===== src/rtl/lfsr_period_meter.sv =====
// rtl/lfsr_period_meter.sv - seeds a Galois LFSR and measures its cycle period for that seed
// Optional LFSR_PERIOD_LOAD_CHK_EN adds load_err: the loaded state is verified on the first RUN cycle.
module lfsr_period_meter #(
    parameter int WIDTH      = 6,
    parameter int MAX_CYCLES = 64,
    parameter int CNT_W      = 7
) (
    input  logic             clk,
    input  logic             rst_n,
    input  logic             start,
    input  logic [WIDTH-1:0] seed,
    input  logic [WIDTH-1:0] lfsr_q,
    output logic             lfsr_sel,
    output logic [WIDTH-1:0] lfsr_load_val,
    output logic             busy,
    output logic             done,
    output logic [CNT_W-1:0] period,
    output logic             lockup,
`ifdef LFSR_PERIOD_LOAD_CHK_EN
    output logic             load_err,
`endif
    output logic             timeout
);

    typedef enum logic [1:0] {IDLE, LOAD, RUN, DONE} state_t;

    localparam logic [CNT_W-1:0] MAX_CNT = CNT_W'(MAX_CYCLES);

    state_t           state_q, state_d;
    logic [WIDTH-1:0] seed_reg;
    logic [CNT_W-1:0] cnt;
    logic             accept, accept_zero, match, tmo, ld_fail;

    always_comb begin
        state_d     = state_q;
        accept      = 1'b0;
        accept_zero = 1'b0;
        match       = 1'b0;
        tmo         = 1'b0;
        ld_fail     = 1'b0;
        unique case (state_q)
            IDLE: begin
                if (start) begin
                    if (seed != '0) begin
                        accept  = 1'b1;
                        state_d = LOAD;
                    end else begin
                        accept_zero = 1'b1;
                        state_d     = DONE;
                    end
                end
            end
            LOAD: state_d = RUN;
            RUN: begin
`ifdef LFSR_PERIOD_LOAD_CHK_EN
                ld_fail = (cnt == '0) && (lfsr_q != seed_reg);
`endif
                if (ld_fail) begin
                    state_d = DONE;
                end else if (cnt != '0 && lfsr_q == seed_reg) begin
                    match   = 1'b1;
                    state_d = DONE;
                end else if (cnt == MAX_CNT) begin
                    tmo     = 1'b1;
                    state_d = DONE;
                end
            end
            DONE: state_d = IDLE;
            default: state_d = IDLE;
        endcase
    end

    always_ff @(posedge clk or negedge rst_n) begin
        if (!rst_n) begin
            state_q <= IDLE;
        end else begin
            state_q <= state_d;
        end
    end

    // Datapath registers; a recurrence outranks timeout because match is decoded first above.
    always_ff @(posedge clk or negedge rst_n) begin
        if (!rst_n) begin
            seed_reg <= '0;
            cnt      <= '0;
            period   <= '0;
            lockup   <= 1'b0;
            timeout  <= 1'b0;
`ifdef LFSR_PERIOD_LOAD_CHK_EN
            load_err <= 1'b0;
`endif
        end else begin
            if (accept || accept_zero) begin
                seed_reg <= seed;
                period   <= '0;
                lockup   <= accept_zero;
                timeout  <= 1'b0;
`ifdef LFSR_PERIOD_LOAD_CHK_EN
                load_err <= 1'b0;
`endif
            end
            if (state_q == LOAD) begin
                cnt <= '0;
            end else if (state_q == RUN && cnt != MAX_CNT) begin
                cnt <= cnt + CNT_W'(1);
            end
            if (match) begin
                period <= cnt;
            end
            if (tmo) begin
                period  <= '0;
                timeout <= 1'b1;
            end
`ifdef LFSR_PERIOD_LOAD_CHK_EN
            if (ld_fail) begin
                period   <= '0;
                load_err <= 1'b1;
            end
`endif
        end
    end

    assign lfsr_sel      = (state_q == RUN);
    assign busy          = (state_q == LOAD) || (state_q == RUN);
    assign done          = (state_q == DONE);
    assign lfsr_load_val = seed_reg;

endmodule


===== config.mk =====
export PLATFORM = sky130hd
export DESIGN_NAME = lfsr_period_meter
export DESIGN_NICKNAME = d
export VERILOG_FILES = /design/src/rtl/lfsr_period_meter.sv
export SDC_FILE = /design/constraint.sdc
export NUM_CORES = 1
export LEC_CHECK = 0
export ABC_CLOCK_PERIOD_IN_PS = 2000
export BUFFER_PORTS_ARGS = -buffer_cell sky130_fd_sc_hd__buf_2
export CORE_MARGIN = 2
export CORE_UTILIZATION = 50
export DETAILED_ROUTE_END_ITERATION = 10
export PLACE_DENSITY = 0.85
export SYNTH_ARGS = -nofsm -noshare
export SYNTH_HDL_FRONTEND = slang
export SYNTH_SLANG_ARGS = --single-unit

===== constraint.sdc =====
create_clock -name clk -period 2 [get_ports clk]
set_input_delay 0 -clock clk [delete_from_list [all_inputs] [get_ports clk]]
set_output_delay 0 -clock clk [all_outputs]
set_load 0.01 [all_outputs]

==> impl_metrics.csv <==
group,metric,value,unit
timing,fin_skew,0.0115,ns
cts,post_cts_setup_buffers,0,
global_route,grt_first_pass_wirelength,5.98,mm
synth,synthesis.yosys.warnings,0,
routing,detail_route.wirelength,3.60,mm
placement,numPortBuffers,32,
cts,clock-sinks,24,
routing,num_vias,1344,
synth,leading_area_contributor_after_synthesis,"sky130_fd_sc_hd__dfrtp_1",
pwr,p_sw,0.000986,W
global_route,grt_max_degree,25,
synth,yosys-top-cells-count,"sky130_fd_sc_hd__dfrtp_1, sky130_fd_sc_hd__nand2_1, sky130_fd_sc_hd__inv_1",
synth,synth_compound_area_frac,0.173,
setup_path,category_of_the_most_critical_setup_path,"reg -> reg",
synth,postSynth.asyncResetShare,1.00,
placement,dpl.cell_count,212,
routing,drt-vias-per-instance,6.03,
setup_path,reg2reg_setup_slack,0.16,ns
cts,htree_levels,1,
cts,worst_skew_pair.late_latency,0.34,ns
finish,fin_cells,223,
cts,cts_made_buffers,3,
pwr,intPower,0.00131,W
synth,synthDominantCellAreaShare,0.419,
finish,final_nets,214,
routing,drt-wirelength-per-cell,16.1,µm
synth,synth.most_common_cell,"sky130_fd_sc_hd__dfrtp_1",
timing,grt_setup_unrepaired,"no",
synth,synth_ff_type,"sky130_fd_sc_hd__dfrtp_1",
cts,clock_tree.buffer_depth,2,
timing,final_report_hold_violation_count,0,
synth,synth.cell_area,0.00143,mm²
finish,antenna_cells,0,
synth,synth-simple-area-share,0.226,
global_route,globalRouteTotalUtil,0.234,
setup_path,worst_ep_required_time,2.20,ns
setup_path,critical_path_peak_fanout,9,
routing,dr.pass1.iters,4,
cts,root_buffer,"sky130_fd_sc_hd__clkbuf_4",
synth,synth_enable_flop_cells,0,
routing,route.met3.wl,145,µm
synth,synth_nets,175,
timing,final.min_clock_period,1.84,ns
setup_path,critPathCaptureType,"flop",
setup_path,critPathLaunch,"state_q[1]$_DFFE_PN0P_",
timing,slew_violations,0,
pwr,seqPwrFrac,0.341,
routing,detail_route.wirelength.met1,1.54,mm
timing,finalCritPeriodShare,0.918,
synth,synthesis.area_per_instance,9.30,µm²
global_route,number_of_global_route_vias_before_repair,1359,
routing,drt_iter0_markers,55,
placement,hpwl,2.56,mm
floorplanning,die_h,57.5,µm
finish,drive_gt1_frac,0.234,
timing,fmax,0.545,GHz
pwr,clock_power_share,0.159,
synth,synth.lib_cells_used.distinct,39,
floorplanning,die-area,0.00331,mm²
floorplanning,core_area,0.00273,mm²
placement,place_congestion,0.789,
timing,fin_setup_tns,0,ns
global_route,global_route.overflow_total,0,
global_route,grt_antenna_before_repair,0,
setup_path,critical_path.startpoint_type,"flop",
routing,drt.antenna.violating_nets,0,
pwr,power_frac_comb,0.500,
synth,synthXorXnorAreaFrac,0.0672,
cts,cts_tree,"yes",
outcome,run_status,"complete, no violations",
setup_path,cp_data_arrival_time,2.03,ns
cts,cts-resized-gates,0,
setup_path,critical_path.reg2reg.startpoint,"state_q[1]$_DFFE_PN0P_",
pwr,p_per_area,1320,mW/mm²
timing,finalSetupViolations,0,
floorplanning,dieWidth,57.5,µm
setup_path,critPathCapture,"period[3]$_DFFE_PN0P_",
routing,top_layer,"met4",
synth,synth.yosys.seq_area_share,0.419,
routing,drc_errors,0,
timing,fin_hold_ws,0.0372,ns
min_path,hold_path.class,"in -> reg",
timing,timing.max_slew.rel_slack,0.639,
setup_path,worst_r2r_path_depth,7,
cts,clk_pin_slew_worst_paths,0.15,ns
floorplanning,initial_utilization,0.524,
floorplanning,rows,19,
floorplanning,io_pins,33,
finish,syn_to_final_growth,21.4,%
cts,postCtsHoldBufs,7,
synth,synthesis.instances,154,
synth,adder_cell_share_of_the_synthesized_area,0.0524,
pwr,net_sw_frac,0.430,
pwr,irDropWorstVdd,1.01,mV
pwr,total_leakage_power,0.852,nW
synth,largest_family_of_logic_cells_by_synthesized_area,"simple AND/OR/NAND/NOR gates",
setup_path,timing.rr.end,"period[3]$_DFFE_PN0P_",
job,max_cap_violations,0,
routing,route.met2.wl,1.79,mm
synth,synth.area.top_cells,"sky130_fd_sc_hd__dfrtp_1, sky130_fd_sc_hd__nand2_1, sky130_fd_sc_hd__ha_1",
timing,tightest_slew,0.542,ns
synth,synth.ff_latch_count,24,
synth,synth.area.mux_share,0.00699,
[cells in the final DEF, fill, tap and decap left out, drive strengths merged]
master	n
a31oi	4
dlygate4sd3	7
xor2	6
a41o	1
o311ai	4
a211oi	4
nand2	21
or3	3
nor3b	2
bufinv	1
o2111a	2
xnor2	5
and3	3
o21ai	2
and4bb	2
nor3	1
a21oi	3
inv	11
a221oi	1
nor4	1
nand3	8
o221ai	1
clkbuf	3
buf	35
nor2	9
o31a	1
o211ai	3
nand4bb	1
nand4	4
or4	1
o31ai	4
and2	2
mux2i	1
ha	6
a21o	2
dfrtp	24
or2	3
[cell type report]
| class | count | area [µm²] |
|---|---|---|
| fillers | 202 | 995 |
| multi-input cells | 111 | 753 |
| flip-flops and latches | 24 | 601 |
| repair buffers | 42 | 253 |
| inverters | 11 | 41.3 |
| well taps | 31 | 38.8 |
| clock inverters | 1 | 30.0 |
| clock buffers | 3 | 22.5 |
[metal layers]
| layer | GRT usage | vias up |
|---|---|---|
| li1 | - | 627 |
| met1 | 0.272 | 654 |
| met2 | 0.412 | 50 |
| met3 | 0.0317 | 13 |
| met4 | 0.126 | 0 |
| met5 | 0 | - |
[power groups by stage]
stage | sequential (W) | combinational, W | clock (W)
2_1_floorplan | 0.000812 | 0.000736 | 0
3_3_place_gp | 0.000772 | 0.00107 | 0
3_5_place_dp | 0.000790 | 0.00111 | 0
4_1_cts | 0.000778 | 0.00113 | 0.000370
5_1_grt | 0.000801 | 0.00126 | 0.000380
6_report | 0.000782 | 0.00115 | 0.000365
[through the flow]
stage | area, µm² | worst slack [ns] | total power [W] | utilization
detailed placement | 1620 | 0.207 | 0.00190 | 0.591
finish | 1740 | 0.164 | 0.00229 | 0.636
floorplan | 1430 | 0.336 | 0.00155 | -
global placement | 1620 | 0.306 | 0.00184 | 0.591
global route | 1740 | 0.0134 | 0.00245 | 0.636
CTS | 1740 | 0.170 | 0.00228 | 0.636
[worst min path at each step]
stage | slack [ns] | depth (start not counted) | to | start
after detailed placement | 0.02 | 1 | cnt[1]$_DFFE_PN0P_ | rst_n
after global routing | 0.05 | 4 | state_q[1]$_DFFE_PN0P_ | start
after CTS | 0.03 | 4 | state_q[1]$_DFFE_PN0P_ | start
after global placement | 0.003 | 1 | cnt[0]$_DFFE_PN0P_ | rst_n
final | 0.04 | 4 | state_q[1]$_DFFE_PN0P_ | start
after floorplan | -0.30 | 0 | cnt[0]$_DFFE_PN0P_ | rst_n
[registers in the layout (all words and copies together) (netlist names)]
signal / count
state_q: 2
lfsr_load_val: 6
cnt: 7
timeout: 1
lockup: 1
period: 7
[logic make-up (layout without fill, tap and decap cells)]
logic type      after synthesis  count (layout)
compound gates               32              32
xor+xnor                     11              11
fa+ha+maj                     6               6
buf+inv                      19              57
flops                        24              24
mux                           1               1
simple gates                 61              61
[critical path: stages (launching register included)]
cell and delay, ns:
sky130_fd_sc_hd__dfrtp_1 0.45, sky130_fd_sc_hd__inv_1 0.13, sky130_fd_sc_hd__ha_1 0.26, sky130_fd_sc_hd__and2_1 0.33, sky130_fd_sc_hd__buf_4 0.21, sky130_fd_sc_hd__a211oi_1 0.06
sky130_fd_sc_hd__o31ai_1 0.08, sky130_fd_sc_hd__o311ai_0 0.17
Power figures use the tool's default switching activity.
